<file path="src/rtl/fetch_stage.sv">
// Instruction-fetch stage with IF/ID pipeline register.
// Owns the PC, drives a synchronous instruction ROM and presents the decoded
// fields of the fetched instruction. It tracks whether the ROM data is on the
// live path, and it squashes wrong-path fetches after a redirect with NOP bubbles.
module fetch_stage #(
  parameter int unsigned ADDR_W  = 10,
  parameter int unsigned INSTR_W = 20,
  parameter logic [3:0]  NOP_OP  = 4'hF
) (
  input  logic               clk,
  input  logic               rst,
  input  logic               stall,
  input  logic               branch_taken,
  input  logic [ADDR_W-1:0]  branch_target,
  output logic               imem_en,
  output logic [ADDR_W-1:0]  imem_addr,
  input  logic [INSTR_W-1:0] imem_rdata,
  output logic               id_valid,
  output logic [ADDR_W-1:0]  id_pc,
  output logic [3:0]         id_opcode,
  output logic [3:0]         id_rd,
  output logic [3:0]         id_ra,
  output logic [3:0]         id_rb,
  output logic [7:0]         id_imm
);

  // BOOT: ROM data not yet valid; RUN: ROM data is the instruction at fetch_pc;
  // REDIRECT: ROM data was fetched on the wrong path.
  typedef enum logic [1:0] {
    BOOT     = 2'd0,
    RUN      = 2'd1,
    REDIRECT = 2'd2
  } state_t;

  state_t            state;
  state_t            state_next;
  logic [ADDR_W-1:0] pc;
  logic [ADDR_W-1:0] pc_next;
  logic [ADDR_W-1:0] fetch_pc;
  logic [ADDR_W-1:0] fetch_pc_next;
  logic              load_instr;
  logic              load_bubble;

  // The ROM is frozen while stalled so its output survives the stall.
  // A redirect overrides the stall.
  assign imem_en   = ~stall | branch_taken;
  assign imem_addr = pc;

  // State register
  always_ff @(posedge clk or posedge rst) begin
    if (rst) begin
      state <= BOOT;
    end else begin
      state <= state_next;
    end
  end

  // Next-state logic: redirect beats stall, stall freezes the state
  always_comb begin
    state_next = state;
    if (branch_taken) begin
      state_next = REDIRECT;
    end else if (!stall) begin
      state_next = RUN;
    end
  end

  // Output/control logic: PC update and IF/ID load selection
  always_comb begin
    pc_next       = pc;
    fetch_pc_next = fetch_pc;
    load_instr    = 1'b0;
    load_bubble   = 1'b0;
    if (branch_taken) begin
      pc_next     = branch_target;
      load_bubble = 1'b1;
    end else if (!stall) begin
      pc_next       = pc + ADDR_W'(1);
      fetch_pc_next = pc;
      if (state == RUN) begin
        load_instr = 1'b1;
      end else begin
        load_bubble = 1'b1;
      end
    end
  end

  // PC and address-of-ROM-data registers
  always_ff @(posedge clk or posedge rst) begin
    if (rst) begin
      pc       <= '0;
      fetch_pc <= '0;
    end else begin
      pc       <= pc_next;
      fetch_pc <= fetch_pc_next;
    end
  end

  // IF/ID register; bubbles zero the fields so the NOP decodes to no register or memory enables
  always_ff @(posedge clk or posedge rst) begin
    if (rst) begin
      id_valid  <= 1'b0;
      id_pc     <= '0;
      id_opcode <= NOP_OP;
      id_rd     <= 4'h0;
      id_ra     <= 4'h0;
      id_rb     <= 4'h0;
      id_imm    <= 8'h00;
    end else if (load_instr) begin
      id_valid  <= 1'b1;
      id_pc     <= fetch_pc;
      id_opcode <= imem_rdata[19:16];
      id_rd     <= imem_rdata[15:12];
      id_ra     <= imem_rdata[11:8];
      id_rb     <= imem_rdata[7:4];
      id_imm    <= imem_rdata[7:0];
    end else if (load_bubble) begin
      id_valid  <= 1'b0;
      id_opcode <= NOP_OP;
      id_rd     <= 4'h0;
      id_ra     <= 4'h0;
      id_rb     <= 4'h0;
      id_imm    <= 8'h00;
    end
  end

endmodule

</file>
<file path="config.mk">
export PLATFORM = sky130hd
export DESIGN_NAME = fetch_stage
export DESIGN_NICKNAME = d
export VERILOG_FILES = /design/src/rtl/fetch_stage.sv
export SDC_FILE = /design/constraint.sdc
export NUM_CORES = 1
export LEC_CHECK = 0
export BUFFER_PORTS_ARGS = -buffer_cell sky130_fd_sc_hd__buf_2
export CORE_ASPECT_RATIO = 0.5
export CORE_MARGIN = 2
export CORE_UTILIZATION = 49
export CTS_CLUSTER_DIAMETER = 80
export DETAILED_ROUTE_END_ITERATION = 8
export PLACE_DENSITY = 0.88
export SLEW_MARGIN = 25
export SYNTH_ARGS = -nofsm -noshare
export SYNTH_HDL_FRONTEND = slang
export SYNTH_SLANG_ARGS = --single-unit
</file>
<file path="constraint.sdc">
create_clock -name clk -period 1.9 [get_ports clk]
set_input_delay 0.19 -clock clk [delete_from_list [all_inputs] [get_ports clk]]
set_output_delay 0.19 -clock clk [all_outputs]
set_load 0.02 [all_outputs]
</file>
Word level (Yosys, flattened, before mapping) --
Cells that the tools add are included.
Storage, ports and cells: output and inout bits 46, word-level logic and storage cells 38, register bits after elaboration 57, input port bits 34
Operators by class: reductions and logical operators 2, bitwise logic cells 3, muxes and demuxes 20, equal/unequal tests 2, add/subtract/negate cells 1
Operators with widths (count):
- $mux 4 | 6
- $mux 10 | 2
- $mux 8 | 2
- $add 10x1->10 const B | 1
- $mux 1 | 8
- $mux 2 | 2
- $eq 2x1->1 const B | 1
- $ne 2x1->1 const B | 1
- $not 1->1 | 2
- $reduce_and 2->1 | 1
- $reduce_bool 2->1 | 1
- $or 1x1->1 | 1

Longest topological paths before layout --
depth after elaboration 6, mapped depth 6, gate-level depth less buffers 4

Least setup slack after synthesis --
Ideal clock, no wire load.
kind register -> register, start point register pc[0] (netlist: imem_addr[0]), end point register pc[8] (netlist: imem_addr[8]), arrival time 1.524 ns, library setup time 0.082 ns, required time 1.818 ns, stages on the path, launching flop included 5, buffers on the path 0, slack 0.295 ns, clock period less this slack 1.605 ns, cells stage by stage dfrtp_1 > ha_1 > nand2b_1 > or4_1 > a31oi_1
Between the ends: longest elaborated chain between the ends 3
RTL lines:
- start: declaration | line 37 | logic [ADDR_W-1:0] pc;
- start signal: assignment | line 94 | pc <= pc_next;
- $add 10x1->10 | line 78 | pc_next = pc + ADDR_W'(1);
- $mux 10 | line 77 | end else if (!stall) begin
- $mux 10 | line 74 | if (branch_taken) begin
Every way passes these cells. The select of a mux whose other input is x is not followed. A chain may end at the register's enable or synchronous reset.

Worst setup path in the final report --
Ends and elaborated chain as after synthesis.

==> impl_metrics.py <==
metrics = {
    "status": {
        "status": "completed",
    },
    "power": {
        "p_seq_share_pct": 53.9,
        "p_total_mw": 2.56,
        "p_per_area_nw_per_um2": 941,
        "pwr-share-clk_pct": 25.5,
        "vdd_drop_max_mv": 0.415,
        "p_comb_share_pct": 20.7,
        "internal-power_mw": 1.80,
        "p_sw_mw": 0.763,
        "p_sw_share_pct": 29.8,
        "leakage_nw": 1.38,
    },
    "timing": {
        "slew_viol_final": 0,
        "worstMarginPinSlew_ns": 0.712,
        "hold-worst-slack_ns": 0.0460,
        "finalClockSkew_ns": 0.00576,
        "fmaxAchievable_mhz": 626,
        "period_share_pct": 84.0,
        "fin_setup_tns_ns": 0,
        "timing_hold_violations_final": 0,
        "setup_viol": 0,
        "fin_crit_ns": 1.60,
        "rsz0062_at_grt": "false",
        "relSlewSlack_pct": 52.3,
        "layout_setup_ws_ns": 0.303,
    },
    "layout": {
        "final_common_cell": "buf_2",
        "fin_nets": 280,
        "syn_to_final_growth_pct": 24.0,
        "n_fill_cell": 338,
        "final_area_um2": 2720,
        "num_antenna_cells": 0,
        "final_cell_mix": "buf_2 (79), dfrtp_1 (49), a22o_1 (17)",
        "drive_gt1_share_pct": 48.0,
    },
    "setup_path": {
        "worst_ep_arrival_time_ns": 1.83,
        "cp_data_required_time_ns": 2.13,
        "setup.worst_path.end_class": "register",
        "critPathLaunchType": "register",
        "path_class": "reg2reg",
        "crit_fanout": 6,
    },
    "synth": {
        "syn-cell-area_um2": 2200,
        "ys_ff_latch": 53,
        "avgSynthCellArea_um2": 13.3,
        "ys_async_sr_fraction_pct": 100,
        "synth.distinct_cells": 34,
        "synth_edf_count": 0,
        "ys_seq_area_share_pct": 60.6,
        "synthesis.nets": 200,
        "yosysWarnings": 0,
        "ys.flop_type": "dfrtp_1",
        "syn_inst": 165,
    },
    "job": {
        "max-cap-violations": 0,
    },
    "place": {
        "io_buffers": 79,
        "routabilityCongestion": 0.824,
        "pre_cts_ws_ns": 0.270,
        "post-dp-hpwl_um": 3250,
        "placed_area_um2": 2630,
    },
    "worst_hold_path": {
        "holdCritPathClass": "in2async",
    },
    "clock_network": {
        "cts-resized-gates": 0,
        "path_clk_slew_ns": 0.09,
        "cts.sinks": 53,
        "cts_buffers": 5,
        "postCtsHoldBufs": 0,
        "post_cts_buffers": 0,
        "clk_latency_ns": 0.30,
        "clockBufferDepth": 2,
        "cts-root-buf": "clkbuf_8",
        "cts_tree": "built",
        "htree_levels": 2,
    },
    "grt": {
        "top_usage_layer": "met2",
        "antenna_found_initial": 0,
        "grt_pass1_vias": 1607,
        "grtUsageMet1_pct": 23.3,
        "grt_pass1_wl_um": 7450,
        "grt_overflow_total": 0,
        "met2_usage_pct": 33.4,
        "grt_max_degree": 54,
        "gr-usage-met3_pct": 3.69,
        "track_usage_pct": 18.8,
    },
    "detailed_routing": {
        "drt_iter0_drc": 77,
        "via_count": 1599,
        "via_per_inst": 5.28,
        "wl_um": 4550,
        "drtPass1Iterations": 4,
        "wl_per_cell_um": 15.0,
        "ant_nets": 0,
        "drc": 0,
    },
    "floorplan": {
        "rows": 17,
        "core_region_area_um2": 4360,
        "initial_utilization_pct": 50.4,
        "die_h_um": 51.4,
        "io_pins": 80,
        "die_area_um2": 5070,
        "die_x_um": 98.7,
    },
}
==> flip-flops by register name, summed over array words and instances, names as in the netlist, 4 cells and up <==
name	cells
id_opcode	4
fetch_pc	10
id_imm	4
id_pc	10
id_ra	4
id_rb	4
id_rd	4
imem_addr	10
==> cell usage after synthesis, types with 2 or more instances <==
library cell	number	area share, %
a22o_1	17	6.8
a31oi_1	2	0.57
buf_2	4	0.91
buf_4	5	1.7
buf_6	2	1.0
dfrtp_1	49	56
dfstp_2	4	4.8
inv_1	3	0.51
mux2_1	4	2.0
mux2_2	16	8.2
nand2_1	14	2.4
nand3_1	3	0.68
nand4b_1	2	0.80
nor2_1	3	0.51
nor2b_1	2	0.57
nor3_1	2	0.46
o211ai_1	2	0.68
o21ai_0	5	1.1
o22a_1	4	1.6
o31ai_1	2	0.68
or4_1	4	1.4
xor2_1	4	1.6
==> per-layer routing <==
layer  up-vias  wire (um)
li1        762          -
met5         -          0
met4         0         59
met3         7        159
met1       798       1940
met2        32       2390
==> path summary, 6_finish.rpt <==
path	slack, ns	endpoint	from	cells after the start
worst max-delay path	0.30	imem_addr[8]$_DFFE_PP0P_	imem_addr[0]$_DFFE_PP0P_	4
worst min-delay path	0.05	id_ra[3]$_DFFE_PP0P_	rst	3
worst max register to register	0.30	imem_addr[8]$_DFFE_PP0P_	imem_addr[0]$_DFFE_PP0P_	4
worst min register to register	0.48	id_valid$_DFFE_PP0P_	id_valid$_DFFE_PP0P_	2
max in group asynchronous	1.43	fetch_pc[0]$_DFFE_PP0P_	rst	3
min in group clk	0.09	imem_addr[1]$_DFFE_PP0P_	branch_target[1]	3
==> worst max-delay path: stages (launching register included) <==
cell and delay (ns):
dfrtp_1 0.49, ha_1 0.21, nand2b_1 0.13, or4_1 0.53, a31oi_1 0.17
==> per-stage QoR <==
| step | util (%) | instances |
|---|---|---|
| after floorplan | - | 165 |
| after global placement | 60.2 | 295 |
| after detailed placement | 60.3 | 295 |
| after CTS | 62.5 | 303 |
| after global routing | 62.5 | 303 |
| final | 62.5 | 303 |
==> kinds of logic (layout without fill, tap and decap cells) <==
kind of cell	after synthesis	in the layout	synth area share, %
mux	21	21	10.7
flops	53	53	60.6
compound gates	35	35	12.5
xor+xnor	4	4	1.59
simple gates	35	35	9.57
buf+inv	16	97	4.50
fa+ha+maj	1	1	0.569
==> area by class of cell <==
type	count	area [um^2]	area share, %
Clock buffer	6	82.6	3.03
Clock inverter	2	13.8	0.505
Inverter	4	15.0	0.551
Multi-Input combinational cell	96	769	28.2
Sequential cell	53	1330	48.9
Tap cell	57	71.3	2.62
Timing Repair Buffer	85	440	16.2
==> power by group through the flow <==
stage / Sequential (mW) / Clock [mW] / Combinational (mW)
3_3_place_gp: 1.39 / 0 / 0.517
3_5_place_dp: 1.40 / 0 / 0.536
2_1_floorplan: 1.52 / 0 / 0.210
5_1_grt: 1.40 / 0.717 / 0.578
4_1_cts: 1.38 / 0.671 / 0.538
6_report: 1.38 / 0.653 / 0.530
Power figures use the tool's default switching activity.
